==> src/rtl/ps2_keycode_rx.sv <==
// ps2_keycode_rx
// PS/2 keyboard receiver. The raw kclk/kdata pins are synchronised and
// glitch-filtered, 11-bit frames are deframed with odd-parity, stop-bit and
// inter-edge timeout checks, and E0/F0 prefixes are folded into the decoded
// keycode. Keycodes are queued in a first-word-fall-through FIFO. Digit-key
// releases also write the game level register directly.
//
// Ports:
//   clk, rst_n     system clock, asynchronous active-low reset
//   kclk, kdata    raw PS/2 pins
//   code_data      FIFO head {ext, brk, scancode[7:0]}
//   code_valid     FIFO non-empty
//   code_ready     consumer accepts the head while code_valid is high
//   fifo_count     current FIFO occupancy
//   overflow       one-cycle pulse when a code is dropped on a full FIFO
//   parity_err     one-cycle pulse on an odd-parity failure
//   frame_err      one-cycle pulse on bad start, bad stop or timeout
//   level          selected game level
//   level_strobe   one-cycle pulse when level is written
//   dbg_state      current frame FSM state (0 IDLE, 1 DATA, 2 PARITY, 3 STOP)
//
// Handshake: a code transfers on every cycle where code_valid and code_ready
// are both high; code_valid never drops until its head entry is taken, and
// code_data is only meaningful while code_valid is high.
module ps2_keycode_rx #(
  parameter int FILTER_LEN  = 8,
  parameter int TIMEOUT_CYC = 100000,
  parameter int FIFO_DEPTH  = 8,
  parameter int LEVEL_MAX   = 8
) (
  input  logic                          clk,
  input  logic                          rst_n,
  input  logic                          kclk,
  input  logic                          kdata,
  output logic [9:0]                    code_data,
  output logic                          code_valid,
  input  logic                          code_ready,
  output logic [$clog2(FIFO_DEPTH):0]   fifo_count,
  output logic                          overflow,
  output logic                          parity_err,
  output logic                          frame_err,
  output logic [3:0]                    level,
  output logic                          level_strobe,
  output logic [1:0]                    dbg_state
);

  localparam int FCW = $clog2(FILTER_LEN + 1);
  localparam int TCW = $clog2(TIMEOUT_CYC + 1);
  localparam int AW  = $clog2(FIFO_DEPTH);
  localparam int CW  = AW + 1;

  typedef enum logic [1:0] {
    ST_IDLE   = 2'd0,
    ST_DATA   = 2'd1,
    ST_PARITY = 2'd2,
    ST_STOP   = 2'd3
  } state_t;

  // ---------------------------------------------------------------------
  // Input path: bit 0 is kclk, bit 1 is kdata.
  // ---------------------------------------------------------------------
  logic [1:0] raw;
  logic [1:0] sync1_q, sync2_q, filt_q;
  logic       kclk_prev_q;
  logic       sample;

  assign raw = {kdata, kclk};

  for (genvar p = 0; p < 2; p++) begin : g_filt
    logic [FCW-1:0] fcnt_q;

    // The filtered pin only follows the synchroniser after FILTER_LEN
    // consecutive samples that disagree with it; any agreeing sample
    // restarts the count.
    always_ff @(posedge clk or negedge rst_n) begin
      if (!rst_n) begin
        sync1_q[p] <= 1'b1;
        sync2_q[p] <= 1'b1;
        filt_q[p]  <= 1'b1;
        fcnt_q     <= '0;
      end else begin
        sync1_q[p] <= raw[p];
        sync2_q[p] <= sync1_q[p];
        if (sync2_q[p] == filt_q[p]) begin
          fcnt_q <= '0;
        end else if (fcnt_q == FCW'(FILTER_LEN - 1)) begin
          filt_q[p] <= sync2_q[p];
          fcnt_q    <= '0;
        end else begin
          fcnt_q <= fcnt_q + 1'b1;
        end
      end
    end
  end

  always_ff @(posedge clk or negedge rst_n) begin
    if (!rst_n) kclk_prev_q <= 1'b1;
    else        kclk_prev_q <= filt_q[0];
  end

  assign sample = kclk_prev_q & ~filt_q[0];

  // ---------------------------------------------------------------------
  // Frame FSM
  // ---------------------------------------------------------------------
  state_t         state_q;
  logic [2:0]     bit_idx_q;
  logic [7:0]     shift_q;
  logic           par_q;
  logic [TCW-1:0] to_cnt_q;
  logic [7:0]     byte_q;
  logic           byte_valid_q;
  logic           perr_q, ferr_q;

  always_ff @(posedge clk or negedge rst_n) begin
    if (!rst_n) begin
      state_q      <= ST_IDLE;
      bit_idx_q    <= '0;
      shift_q      <= '0;
      par_q        <= 1'b0;
      to_cnt_q     <= '0;
      byte_q       <= '0;
      byte_valid_q <= 1'b0;
      perr_q       <= 1'b0;
      ferr_q       <= 1'b0;
    end else begin
      byte_valid_q <= 1'b0;
      perr_q       <= 1'b0;
      ferr_q       <= 1'b0;
      if (sample) begin
        to_cnt_q <= '0;
        case (state_q)
          ST_IDLE: begin
            if (!filt_q[1]) begin
              state_q   <= ST_DATA;
              bit_idx_q <= '0;
            end else begin
              ferr_q <= 1'b1;
            end
          end
          ST_DATA: begin
            shift_q <= {filt_q[1], shift_q[7:1]};
            if (bit_idx_q == 3'd7) state_q <= ST_PARITY;
            else                   bit_idx_q <= bit_idx_q + 1'b1;
          end
          ST_PARITY: begin
            par_q   <= filt_q[1];
            state_q <= ST_STOP;
          end
          default: begin
            state_q <= ST_IDLE;
            if (!filt_q[1]) begin
              ferr_q <= 1'b1;
            end else if (^{shift_q, par_q} == 1'b0) begin
              perr_q <= 1'b1;
            end else begin
              byte_q       <= shift_q;
              byte_valid_q <= 1'b1;
            end
          end
        endcase
      end else if (state_q != ST_IDLE) begin
        // A stalled frame is abandoned once the gap between kclk edges
        // reaches TIMEOUT_CYC cycles.
        if (to_cnt_q == TCW'(TIMEOUT_CYC - 1)) begin
          state_q  <= ST_IDLE;
          ferr_q   <= 1'b1;
          to_cnt_q <= '0;
        end else begin
          to_cnt_q <= to_cnt_q + 1'b1;
        end
      end else begin
        to_cnt_q <= '0;
      end
    end
  end

  assign dbg_state  = state_q;
  assign parity_err = perr_q;
  assign frame_err  = ferr_q;

  // ---------------------------------------------------------------------
  // Prefix decoder, FIFO and level register
  // ---------------------------------------------------------------------
  logic          ext_q, brk_q;
  logic [9:0]    mem_q [FIFO_DEPTH];
  logic [AW-1:0] wr_ptr_q, rd_ptr_q;
  logic [CW-1:0] count_q;
  logic          ovf_q;
  logic [3:0]    level_q;
  logic          strobe_q;

  logic          is_prefix, push_req, full, pop, push_ok;
  logic [3:0]    digit;

  assign is_prefix = (byte_q == 8'hE0) || (byte_q == 8'hF0);
  assign push_req  = byte_valid_q & ~is_prefix;
  assign full      = (count_q == CW'(FIFO_DEPTH));
  assign pop       = (count_q != '0) & code_ready;
  // A full FIFO still accepts a push when the head leaves in the same cycle.
  assign push_ok   = push_req & (~full | pop);

  always_comb begin
    digit = 4'd0;
    case (byte_q)
      8'h16:   digit = 4'd1;
      8'h1E:   digit = 4'd2;
      8'h26:   digit = 4'd3;
      8'h25:   digit = 4'd4;
      8'h2E:   digit = 4'd5;
      8'h36:   digit = 4'd6;
      8'h3D:   digit = 4'd7;
      8'h3E:   digit = 4'd8;
      8'h46:   digit = 4'd9;
      default: digit = 4'd0;
    endcase
  end

  always_ff @(posedge clk) begin
    if (push_ok) mem_q[wr_ptr_q] <= {ext_q, brk_q, byte_q};
  end

  always_ff @(posedge clk or negedge rst_n) begin
    if (!rst_n) begin
      ext_q    <= 1'b0;
      brk_q    <= 1'b0;
      wr_ptr_q <= '0;
      rd_ptr_q <= '0;
      count_q  <= '0;
      ovf_q    <= 1'b0;
      level_q  <= 4'd1;
      strobe_q <= 1'b0;
    end else begin
      ovf_q    <= push_req & full & ~pop;
      strobe_q <= 1'b0;

      if (perr_q || ferr_q) begin
        ext_q <= 1'b0;
        brk_q <= 1'b0;
      end else if (byte_valid_q) begin
        if (byte_q == 8'hE0) begin
          ext_q <= 1'b1;
        end else if (byte_q == 8'hF0) begin
          brk_q <= 1'b1;
        end else begin
          ext_q <= 1'b0;
          brk_q <= 1'b0;
        end
      end

      if (push_ok) wr_ptr_q <= wr_ptr_q + 1'b1;
      if (pop)     rd_ptr_q <= rd_ptr_q + 1'b1;
      case ({push_ok, pop})
        2'b10:   count_q <= count_q + 1'b1;
        2'b01:   count_q <= count_q - 1'b1;
        default: count_q <= count_q;
      endcase

      // Level follows plain digit releases whether or not the push fit.
      if (push_req && brk_q && !ext_q && (digit != 4'd0) &&
          (digit <= 4'(LEVEL_MAX))) begin
        level_q  <= digit;
        strobe_q <= 1'b1;
      end
    end
  end

  assign code_data    = mem_q[rd_ptr_q];
  assign code_valid   = (count_q != '0);
  assign fifo_count   = count_q;
  assign overflow     = ovf_q;
  assign level        = level_q;
  assign level_strobe = strobe_q;

endmodule
==> config.mk <==
export PLATFORM = sky130hd
export DESIGN_NAME = ps2_keycode_rx
export DESIGN_NICKNAME = d
export VERILOG_FILES = /design/src/rtl/ps2_keycode_rx.sv
export SDC_FILE = /design/constraint.sdc
export NUM_CORES = 1
export LEC_CHECK = 0
export ABC_CLOCK_PERIOD_IN_PS = 3100
export CAP_MARGIN = 20
export CORE_ASPECT_RATIO = 0.75
export CORE_MARGIN = 2
export CORE_UTILIZATION = 35
export CTS_CLUSTER_SIZE = 8
export DETAILED_ROUTE_END_ITERATION = 16
export GPL_TIMING_DRIVEN = 0
export PLACE_DENSITY = 0.63
export SYNTH_ARGS = -nofsm -noshare
export SYNTH_HDL_FRONTEND = slang
export SYNTH_SLANG_ARGS = --single-unit
==> constraint.sdc <==
create_clock -name clk -period 3.1 [get_ports clk]
set_clock_uncertainty 0.1 [all_clocks]
set_input_delay 0.31 -clock clk [delete_from_list [all_inputs] [get_ports clk]]
set_output_delay 0.31 -clock clk [all_outputs]
set_load 0.01 [all_outputs]
---- Word level (Yosys, flattened, before mapping) ----
Memory sizes are Yosys's and may differ from the RTL's.
Cells that the tools add are included.
storage, ports and cells
  flip-flop bits (word level) ............. 75
  memory bits (writable) .................. 80
  memories ................................ 1
memories
  memory  depth  bits a word  rd ports  clocked after memory_dff  write ports  line  RTL
  mem_q   8      10           1         0                         1            186   logic [9:0] mem_q [FIFO_DEPTH];
operators by class
  $add $sub $neg .......................... 8
  magnitude comparators ................... 1
  equal/unequal tests ..................... 28
  mux-type cells .......................... 43
  bitwise gates (word level) .............. 14
  reductions and logical operators ........ 28
operators by type and width
  cell                                                                   count
  17-bit 2-to-1 mux                                                      3
  8-bit by 6-bit equality test with 1-bit output, second input constant  6
  4-bit case mux with 9 select lines                                     1
  1-bit 2-to-1 mux                                                       24
  17-bit by 1-bit adder with 17-bit output, second input constant        1
  17-bit equality test, second input constant                            1
  8-bit by 5-bit equality test with 1-bit output, second input constant  2
  8-bit equality test, second input constant                             2
  4-bit 2-to-1 mux                                                       4
  4-bit by 1-bit adder with 4-bit output, second input constant          3
  2-bit AND reduction                                                    6
  4-bit AND reduction                                                    3
  2-bit nonzero test                                                     6
  2-bit 2-to-1 mux                                                       5
  3-bit by 1-bit adder with 3-bit output, second input constant          3
  9-bit parity                                                           1
  4-bit by 3-bit equality test with 1-bit output, second input constant  2
  8-bit by 7-bit equality test with 1-bit output, second input constant  1
  4-bit case mux with 2 select lines                                     1
  4-bit nonzero test                                                     2
  1-bit NOT                                                              7
  1-bit bitwise AND                                                      6
  3-bit 2-to-1 mux                                                       2
  3-bit != test, second input constant                                   2
  other kinds (20)                                                       28

---- Depth between registers and ports, before layout ----
  word-level depth ........................ 9
  mapped depth ............................ 11

---- Worst setup path after synthesis ----
Ideal clock, no wire load.
  path kind ............................... reg2reg
  start point ............................. register byte_q[5]
  end point ............................... register count_q[3] (netlist: fifo_count[3])
  library setup time ...................... 0.126 ns
  data arrival time ....................... 2.509 ns
  path slack .............................. 0.365 ns
  stages on the path, launching flop included .. 12
  path buffers ............................ 1
  path through ............................ dfrtp_1 nand4b_1 o41ai_1 buf_2 nand3_1 inv_1 ha_1 a21o_1 a21oi_1 or3_1 a21oi_1 a311o_1
on the way
  longest elaborated chain between the ends .. 7
  elaborated cells on any way between the ends .. 10
  classes of those cells .................. eq/ne (4); mux (1); bitwise (3); reduce/logical (2)
RTL lines
  element                                                                                       line  RTL
  start, declared                                                                               111   logic [7:0] byte_q;
  start signal, assigned                                                                        157   byte_q <= shift_q;
  8-bit equality test                                                                           196   assign is_prefix = (byte_q == 8'hE0) || (byte_q == 8'hF0);
  1-bit logical OR *                                                                            196
  1-bit NOT *                                                                                   197   assign push_req = byte_valid_q & ~is_prefix;
  1-bit bitwise AND *                                                                           197
  1-bit bitwise AND *                                                                           201   assign push_ok = push_req & (~full | pop);
  2-bit by 1-bit equality test with 1-bit output / 2-bit equality test (equally long branches)  253   case ({push_ok, pop})
  4-bit case mux with 2 select lines / 2-bit nonzero test (equally long branches)               n/a
  end signal, assigned                                                                          254   2'b10: count_q <= count_q + 1'b1;
  end signal, assigned                                                                          255   2'b01: count_q <= count_q - 1'b1;
  end signal, assigned                                                                          256   default: count_q <= count_q;
  end, declared                                                                                 188   logic [CW-1:0] count_q;
Mark *: on every way between the ends. The rest lies on a longest branch, timed or not.
A chain may end at the register's enable or synchronous reset.

---- Worst setup path after layout ----
  start point ............................. register rd_ptr_q[1]
  end point ............................... output port code_data[7]
on the way
  longest elaborated chain between the ends .. 1
RTL lines
  element                 line  RTL
  start, declared         187   logic [AW-1:0] wr_ptr_q, rd_ptr_q;
  start signal, assigned  252   if (pop) rd_ptr_q <= rd_ptr_q + 1'b1;
  memory read 8 x 10 bit  n/a
  end, declared           35    output logic [9:0] code_data,
No other way between the ends.

==> impl_metrics.ini <==
[worst_setup_path]
start_kind = flip-flop
r2r_end = fifo_count[3]$_DFFE_PN0P_
crit_chain = clkbuf_1 > mux4_2 > mux2_2 > clkdlybuf4s50_1
path_max_fanout = 10
critical_path_class = flip-flop to output pin
crit_buf_inv = 2
endpoint_kind = output pin
slowest_stage = clkbuf_1
cp_slowest_stage_delay_ns = 0.55
critical-path-top-delay-family = buffers and inverters
r2r_start = byte_q[3]$_DFFE_PN0P_
r2r_slack_ns = 0.26
r2r_cells = 10
crit_start = rd_ptr_q[1]$_DFFE_PN0P_
cp_data_required_time_ns = 2.69
arrival_ns = 2.57

[cts]
clock-sinks = 155
cts_buffers = 17
path_clk_slew_ns = 0.07
clk_path_buf_depth = 2
worstSkewPairLatency_ns = 0.42
htree_levels = 4
tritoncts = done
ctsRootBufferMaster = clkbuf_16

[global_route]
grtUsageTotal = 0.140
grt_pass1_wl_um = 21300
antenna_found_initial = 0
grt_max_degree = 40
overflow = 0
grt_pass1_vias = 4023

[route]
wl_per_cell_um = 16.8
vias_per_cell = 5.03
first_pass_iters = 4
drtAntennaViolNets = 0
routed_wl_um = 13200
vias = 3963
drc_errors = 0
dr.first_iter.drc_count = 253

[power]
power.density_nw_per_um2 = 674
power_uw = 5460
ir_drop_uv = 356
power.leakage_uw = 0.00296

[synth]
avgSynthCellArea_um2 = 14.3
synth.distinct_cells = 54
syn-num-nets = 488
syn-instance-count = 469
yosysSeqAreaShare = 0.638
ys_ff_latch = 155
synth_edf_count = 80
ys_async_sr_fraction = 0.484
synth.cell_area_um2 = 6720
synth_warnings = 0
synth_ff_type = edfxtp_1

[floorplanning]
initial_utilization = 0.360
row_count = 43
io_pins = 30
fp.dieH_um = 124
chipWidth_um = 164
die_area_um2 = 20300
core-area_um2 = 18700

[placement]
dp_hpwl_um = 8910
routabilityCongestion = 0.838
dp.cells = 750
portBuffers = 29

[worst_hold_path]
hold_class = input pin to flip-flop
min_from = kclk
min_delay_worst_endpoint = sync1_q[0]$_DFF_PN1_
whs_path_depth = 1

[finish]
ff_latch_area_um2 = 4300
area_growth_pct = 20.6
n_antenna_cell = 0
fillCellCount = 1629
layout_common_cells = 80 x edfxtp_1, 61 x dfrtp_1, 37 x nor2_1
nets = 547
multi_input_area_um2 = 2390
fin_cells = 788
mostFrequentLayoutCell = edfxtp_1
drive_gt1_frac = 0.238
post-route-util = 0.434

[job]
cap_violations = 0

[timing]
slew_headroom = 0.287
layout_min_cycle_time_ns = 2.98
rsz0062_at_grt = no
drv_slew = 0
whs_ns = 0.198
hold_violations = 0
fin_crit_sh = 0.961
fmax_mhz = 336
finalSetupViolations = 0
tightest_slew_ns = 1.07

[run_status]
status = finished clean
-- flip-flops by register name, indices dropped and copies added, names as in the netlist, 4 cells and up --
register and cells:
g_filt.fcnt_q 8, mem_q 80, byte_q 8, fifo_count 4, to_cnt_q 17, shift_q 8
level 4
-- final cells by class --
| cell class | instances | area share |
|---|---|---|
| Clock inverter | 15 | 0.0210 |
| Tap cell | 247 | 0.0381 |
| Inverter | 11 | 0.00509 |
| Clock buffer | 17 | 0.0525 |
| Buffer | 16 | 0.00972 |
| Timing Repair Buffer | 40 | 0.0489 |
| Multi-Input combinational cell | 287 | 0.295 |
| Sequential cell | 155 | 0.530 |
-- layer usage --
metal	vias to the layer above	part of all wire	global-route usage
li1	1879	-	-
met1	2013	0.47	0.182
met2	61	0.49	0.229
met3	10	0.035	0.0376
met4	0	0.0075	0.0488
met5	-	0	0
-- synthesized netlist by cell type (2+ instances only) --
cell | number | share of area
a21o_1 | 3 | 0.0034
a21oi_1 | 10 | 0.0074
and3_1 | 2 | 0.0019
buf_2 | 5 | 0.0037
clkbuf_1 | 11 | 0.0061
dfrtp_1 | 67 | 0.25
dfstp_2 | 8 | 0.031
edfxtp_1 | 80 | 0.36
ha_1 | 13 | 0.024
inv_1 | 11 | 0.0061
mux2_2 | 31 | 0.052
mux4_2 | 20 | 0.067
nand2_1 | 34 | 0.019
nand3_1 | 11 | 0.0082
nand4_1 | 7 | 0.0065
nand4b_1 | 2 | 0.0026
nand4bb_1 | 2 | 0.0034
nor2_1 | 37 | 0.021
nor2b_1 | 5 | 0.0047
nor3_1 | 16 | 0.012
nor3b_1 | 5 | 0.0056
nor4_1 | 4 | 0.0037
nor4b_1 | 3 | 0.0039
o21ai_0 | 15 | 0.011
o31ai_1 | 2 | 0.0022
or3_1 | 4 | 0.0037
xnor2_1 | 26 | 0.034
xor2_1 | 9 | 0.012
-- power breakdown --
part | total [µW] | switching, µW | internal [µW]
clock network | 2060 | 966 | 1090
registers | 2380 | 105 | 2270
logic | 1030 | 529 | 500
-- metrics by stage --
stage / cell area (µm²) / TNS, ns / setup WS, ns
final: 8110 / 0 / 0.122
after global routing: 8110 / 0 / 0.00141
after CTS: 8070 / 0 / 0.0370
after detailed placement: 7420 / -0.644 / -0.447
after global placement: 7320 / -95.09 / -0.968
after floorplan: 6720 / 0 / 0.365
-- repair_timing --
| action | in CTS | in global routing |
|---|---|---|
| endpoints found under the hold margin | 30 | 0 |
| hold buffers | 1 | 0 |
| gates resized for setup | 8 | 9 |
| pin swaps | 1 | 1 |
| setup buffers | 2 | 3 |
| setup endpoints to repair | 2 | 13 |
-- kinds of logic (layout without fill, tap and decap cells) --
kind of cell	Yosys count	after routing	share of synthesized area
buffers and inverters	27	99	0.0160
flip-flops	155	155	0.638
AND/OR/NAND/NOR	141	141	0.107
multiplexers	53	53	0.123
XOR/XNOR	35	35	0.0456
adder cells (fa/ha/maj)	14	14	0.0272
AO/OA/AOI/OAI	44	44	0.0428
-- worst max-delay path by stage --
stage,endpoint,slack (ns),depth (start not counted)
CTS,fifo_count[3]$_DFFE_PN0P_,0.04,10
floorplan,fifo_count[3]$_DFFE_PN0P_,0.36,11
detailed placement,fifo_count[3]$_DFFE_PN0P_,-0.45,11
global placement,mem_q[2][1]$_DFFE_PP_,-0.97,4
global route,code_data[7],0.001,4
finish,code_data[7],0.12,4
(Power assumes the default switching activity.)
